[src/rtl/piso_tx.sv]
// piso_tx: parallel-in, serial-out transmitter.
// A WIDTH-bit word is accepted through a valid/ready handshake. It is shifted
// out MSB-first on a registered serial line, framed by a registered strobe.
// An even-parity bit can optionally follow the data bits. A registered done
// pulse follows each completed frame.
module piso_tx #(
  parameter int WIDTH  = 8,
  parameter int PARITY = 0
) (
  input  logic             clk,
  input  logic             rst,
  input  logic             load_valid,
  output logic             load_ready,
  input  logic [WIDTH-1:0] data_in,
  output logic             sdo,
  output logic             frame,
  output logic             done
);

  // Total serial positions in one frame (data bits plus optional parity bit).
  localparam int FRAME_LEN = WIDTH + ((PARITY != 0) ? 1 : 0);
  // The counter holds FRAME_LEN-1 at most.
  localparam int CW = (FRAME_LEN > 2) ? $clog2(FRAME_LEN) : 1;

  localparam logic [0:0] IDLE  = 1'b0;
  localparam logic [0:0] SHIFT = 1'b1;

  logic [0:0]       state_q, state_d;
  logic [WIDTH-1:0] shreg_q, shreg_d;
  logic [CW-1:0]    cnt_q,   cnt_d;
  logic             par_q,   par_d;
  logic             sdo_q,   sdo_d;
  logic             frame_q, frame_d;
  logic             done_q,  done_d;

  // Ready only when idle. Ready is also forced low while reset is held.
  assign load_ready = (state_q == IDLE) && !rst;

  // Next-state logic: accept in IDLE, shift or emit parity in SHIFT, close the frame.
  always_comb begin
    // NOTE: every signal assigned here gets a default first, so no path leaves
    // it unassigned and no latch is inferred.
    state_d = state_q;
    shreg_d = shreg_q;
    cnt_d   = cnt_q;
    par_d   = par_q;
    // Outside a frame the line idles low and done is a single-cycle pulse.
    // These three therefore default to 0 on every edge.
    sdo_d   = 1'b0;
    frame_d = 1'b0;
    done_d  = 1'b0;

    case (state_q)
      IDLE: begin
        if (load_valid) begin
          // The first bit goes out immediately. The rest wait in shreg, MSB-aligned.
          shreg_d = data_in << 1;
          sdo_d   = data_in[WIDTH-1];
          frame_d = 1'b1;
          par_d   = ^data_in;
          cnt_d   = CW'(FRAME_LEN - 1);
          state_d = SHIFT;
        end
      end

      SHIFT: begin
        if (cnt_q != '0) begin
          cnt_d   = cnt_q - CW'(1);
          frame_d = 1'b1;
          if ((PARITY != 0) && (cnt_q == CW'(1))) begin
            // The last position of a parity frame carries the even-parity bit.
            sdo_d = par_q;
          end else begin
            sdo_d   = shreg_q[WIDTH-1];
            shreg_d = shreg_q << 1;
          end
        end else begin
          // All positions sent. Drop the frame and pulse done. Ready returns this cycle.
          done_d  = 1'b1;
          state_d = IDLE;
        end
      end

      default: begin
        state_d = IDLE;
      end
    endcase
  end

  // State and output registers. Reset is asynchronous and abandons any partial frame.
  always_ff @(posedge clk or posedge rst) begin
    if (rst) begin
      state_q <= IDLE;
      shreg_q <= '0;
      cnt_q   <= '0;
      par_q   <= 1'b0;
      sdo_q   <= 1'b0;
      frame_q <= 1'b0;
      done_q  <= 1'b0;
    end else begin
      // NOTE: non-blocking assignments let every flop see pre-edge values,
      // regardless of statement order.
      state_q <= state_d;
      shreg_q <= shreg_d;
      cnt_q   <= cnt_d;
      par_q   <= par_d;
      sdo_q   <= sdo_d;
      frame_q <= frame_d;
      done_q  <= done_d;
    end
  end

  assign sdo   = sdo_q;
  assign frame = frame_q;
  assign done  = done_q;

endmodule
[config.mk]
export PLATFORM = sky130hd
export DESIGN_NAME = piso_tx
export DESIGN_NICKNAME = d
export VERILOG_FILES = /design/src/rtl/piso_tx.sv
export SDC_FILE = /design/constraint.sdc
export NUM_CORES = 1
export LEC_CHECK = 0
export CELL_PAD_IN_SITES_DETAIL_PLACEMENT = 0
export CELL_PAD_IN_SITES_GLOBAL_PLACEMENT = 1
export CORE_UTILIZATION = 44
export DETAILED_ROUTE_END_ITERATION = 12
export DONT_BUFFER_PORTS = 1
export PLACE_DENSITY = 0.79
export SLEW_MARGIN = 20
export SYNTH_ARGS = -nofsm -noshare
export SYNTH_HDL_FRONTEND = slang
export SYNTH_SLANG_ARGS = --single-unit
export TNS_END_PERCENT = 5
[constraint.sdc]
create_clock -name clk -period 1.4 [get_ports clk]
set_input_delay 0.07 -clock clk [delete_from_list [all_inputs] [get_ports clk]]
set_output_delay 0.07 -clock clk [all_outputs]
set_load 0.02 [all_outputs]
Yosys cells after proc, flatten, opt, wreduce, memory -nomap -nowiden
Cells that the tools add are included.
Widths: inputs -> output; s select.
{"block": "op_classes", "n_eq_ne": 2, "reduce_logical": 4, "n_addsub": 1, "mux": 14, "bitwise_logic": 1}
{"op": "$mux 8", "n": 2}
{"op": "$pmux 8 s2", "n": 1}
{"op": "$mux 1", "n": 6}
{"op": "$mux 3", "n": 2}
{"op": "$pmux 3 s2", "n": 1}
{"op": "$pmux 1 s2", "n": 2}
{"op": "$reduce_bool 3->1", "n": 1}
{"op": "$sub 3x1->3 const B", "n": 1}
{"op": "$ne 2x1->1 const B", "n": 1}
{"op": "$ne 2x2->1 const B", "n": 1}
{"op": "$reduce_and 2->1", "n": 1}
{"op": "$logic_and 1x1->1", "n": 1}
{"op": "$logic_not 1->1", "n": 1}
{"op": "$not 1->1", "n": 1}
{"block": "word_totals", "in_bits": 11, "elab_cells": 27, "out_inout_bits": 4, "regBits": 14}

Logic depth before layout (Yosys ltp)
{"block": "logic_depth", "ltp_word": 3, "depth_mapped": 5, "depth_no_buf": 5}

Worst setup path before layout
Ideal clock, no wire load.
{"block": "synth_timing", "kind": "register -> register", "start": "register cnt_q[0]", "end": "register shreg_q[2]", "setup_ns": 0.123, "setup_slack_ns": 0.102, "t_arrival_ns": 1.175, "path_stages_with_launch": 6, "period_less_slack_ns": 1.298, "path_cell_list": "dfrtp_1 -> inv_1 -> ha_1 -> nor2b_2 -> a21oi_4 -> o221a_2"}
{"block": "synth_via", "elab_chain_len": 3}
{"element": "start: declaration", "line": "30", "rtl": "logic [CW-1:0] cnt_q, cnt_d;"}
{"element": "start signal: assignment", "line": "105", "rtl": "cnt_q <= cnt_d;"}
{"element": "$reduce_bool 3->1", "line": "67", "rtl": "if (cnt_q != '0) begin"}
{"element": "$ne 2x1->1 (no line)"}
{"element": "$reduce_and 2->1 (no line)"}
{"element": "end signal: assignment", "line": "104", "rtl": "shreg_q <= shreg_d;"}
{"element": "end: declaration", "line": "29", "rtl": "logic [WIDTH-1:0] shreg_q, shreg_d;"}
Every way passes these cells.
A chain may end at the register's enable or synchronous reset.

Worst setup path in the final report
{"block": "layout_timing", "start": "register cnt_q[1]", "end": "register shreg_q[3]"}
Same word-level chain as after synthesis.

==> impl_metrics.tcl <==
set metrics [dict create \
    setup_viol 0 \
    rsz0062_at_grt "false" \
    fin_crit_ns 1.33 \
    drtIter0Drc 12 \
    syn_nets 73 \
    syn_area_per_cell_um2 10.7 \
    synth_area_leaders "dfrtp_1 51%, o221a_2 5.3%, ha_1 3.9%" \
    power_density_nw_per_um2 2320 \
    cts_sinks 13 \
    finClkSkew_ns 0.00182 \
    status "complete, no violations" \
    synth_top_area_share 0.508 \
    grt_max_degree 14 \
    arrival_ns 1.49 \
    async_flop_share 1.00 \
    antenna_found_initial 0 \
    track_usage 0.164 \
    rows 13 \
    startpoint_type "flip-flop" \
    clkTransAtPathRegs_ns 0.08 \
    clock_latency_ns 0.26 \
    hpwl_um 743 \
    p_sw_frac 0.372 \
    pwr-share-clk 0.131 \
    gp_congestion 0.691 \
    first_pass_iters 4 \
    cp_data_required_time_ns 1.56 \
    vdd_drop_max_uv 1070 \
    p_int_mw 1.07 \
    grt_pass1_vias 385 \
    grt_overflow_total 0 \
    fp.dieH_um 40.2 \
    ios 15 \
    area_delta_synth_final_pct 14.5 \
    synth_edf_count 0 \
    numCtsBuffers 3 \
    netlist.top_cell.by_area "dfrtp_1" \
    cts_max_level 1 \
    ys_ff_latch 13 \
    netlist_instances 60 \
    worst-setup-path-type "reg -> reg" \
    switchingPower_uw 632 \
    totalWireLength_um 1020 \
    layout_commonest_cell "dfrtp_1" \
    clockRootBuffer "clkbuf_4" \
    cap_violations 0 \
    hold_violations 0 \
    die_area_um2 1610 \
    timing.fmax_ghz 0.751 \
    synth_ff_type "dfrtp_1" \
    via_count 451 \
    slew_headroom 0.673 \
    die_x_um 40.2 \
    hold_path_class "in -> reg" \
    instances_no_fill 82 \
    wl_per_cell_um 12.4 \
    coreArea_um2 1330 \
    slew_viol_final 0 \
    p_comb_frac 0.434 \
    port_buffers 0 \
    mostFrequentLayoutCells "13 x dfrtp_1, 5 x inv_1, 5 x nand2_1" \
    synth_cell_types 24 \
    p_seq_frac 0.435 \
    drive_gt1_frac 0.269 \
    viasPerCell 5.50 \
    dp_cells 75 \
    end_kind "flip-flop" \
    cts_tree "built" \
    grt_pass1_wl_um 1660 \
    crit_path_max_fanout 8 \
    remaining_drc_errors 0 \
    diodes 0 \
    syn_area_um2 641 \
    synth_seq_area_share 0.508 \
    p_leak_nw 0.320 \
    tightest_slew_ns 0.490 \
    antenna_left 0 \
    initial_core_util 0.480 \
    fin_tns_setup_ns 0 \
    clockBufferDepth 2 \
    synth_warnings 0 \
    nNetsFinal 81 \
    min_period_over_period 0.951 \
]
[cell usage after synthesis (2+ instances only)]
library cell and number:
a211oi_1 2, a31oi_1 3, buf_2 2, dfrtp_1 13
ha_1 2, inv_1 6, nand2_1 6, nand2b_1 3
nand3_1 2, nor2_1 3, nor2b_1 2, o21a_1 2
o221a_2 3
[layer usage]
metal / track usage / part of all wire
met2: 0.242 / 0.46
met5: 0 / 0
met4: 0.103 / 0.012
met1: 0.213 / 0.48
met3: 0.0389 / 0.041
[repair_timing]
| item | CTS | global route |
|---|---|---|
| hold buffers | 3 | 0 |
| buffers inserted | 0 | 0 |
| gates resized for setup | 2 | 3 |
| endpoints found under the hold margin | 15 | 0 |
| endpoints found under the setup margin | 4 | 5 |
[stage by stage]
step                power [mW]  hold WS, ns  setup slack, ns  instance area (um2)   util
floorplan                 1.31      -0.0530            0.102                  641      -
global placement          1.44      0.00962           0.0233                  664  0.498
detailed placement        1.45      0.00945          0.00557                  664  0.498
CTS                       1.71      0.00176           0.0135                  728  0.546
global route              1.84      0.00243          0.00198                  733  0.550
finish                    1.70      0.00471           0.0681                  733  0.550
[cell families (layout without fill, tap and decap cells)]
group                      after synthesis  count (layout)  synth area share
and+or+nand+nor                         22              22             0.193
AOI/OAI and AO/OA                       14              14             0.191
DFF                                     13              13             0.508
buffers and inverters                    8              15            0.0508
adders and majority gates                2               2            0.0391
muxes                                    1               1            0.0176
[power groups by stage]
stage	clock network (mW)	registers, mW	logic, mW
2_1_floorplan	0	0.695	0.615
3_3_place_gp	0	0.737	0.707
3_5_place_dp	0	0.739	0.713
4_1_cts	0.235	0.738	0.737
5_1_grt	0.253	0.766	0.826
6_report	0.223	0.739	0.738
[worst max-delay path: stages (launching register included)]
cell and delay (ns):
dfrtp_1 0.38, inv_1 0.08, ha_2 0.18, nor2b_4 0.19, a21oi_4 0.10, o221a_2 0.29
[registers in the layout, summed over array words and instances, names as in the netlist]
signal   count
frame        1
cnt_q        3
sdo          1
shreg_q      7
done         1
[final cells by class]
cell class	count	area, um2
clock buffer	4	26.3
fill	123	601
inverter	6	22.5
multi-input combinational	39	295
sequential	13	325
tap	15	18.8
timing repair buffer	5	45.0
[path summary, 6_finish.rpt]
check | start | end | slack, ns | cells after the start
worst max-delay path | cnt_q[1] | shreg_q[3] | 0.07 | 5
worst min-delay path | data_in[4] | shreg_q[5] | 0.005 | 2
worst max register to register | cnt_q[1] | shreg_q[3] | 0.07 | 5
worst min register to register | cnt_q[1] | cnt_q[1] | 0.50 | 1
max in group asynchronous | rst | shreg_q[1] | 0.81 | 2
min in group asynchronous | rst | done | 0.26 | 2
No activity file was read; power rests on OpenSTA's default activity.
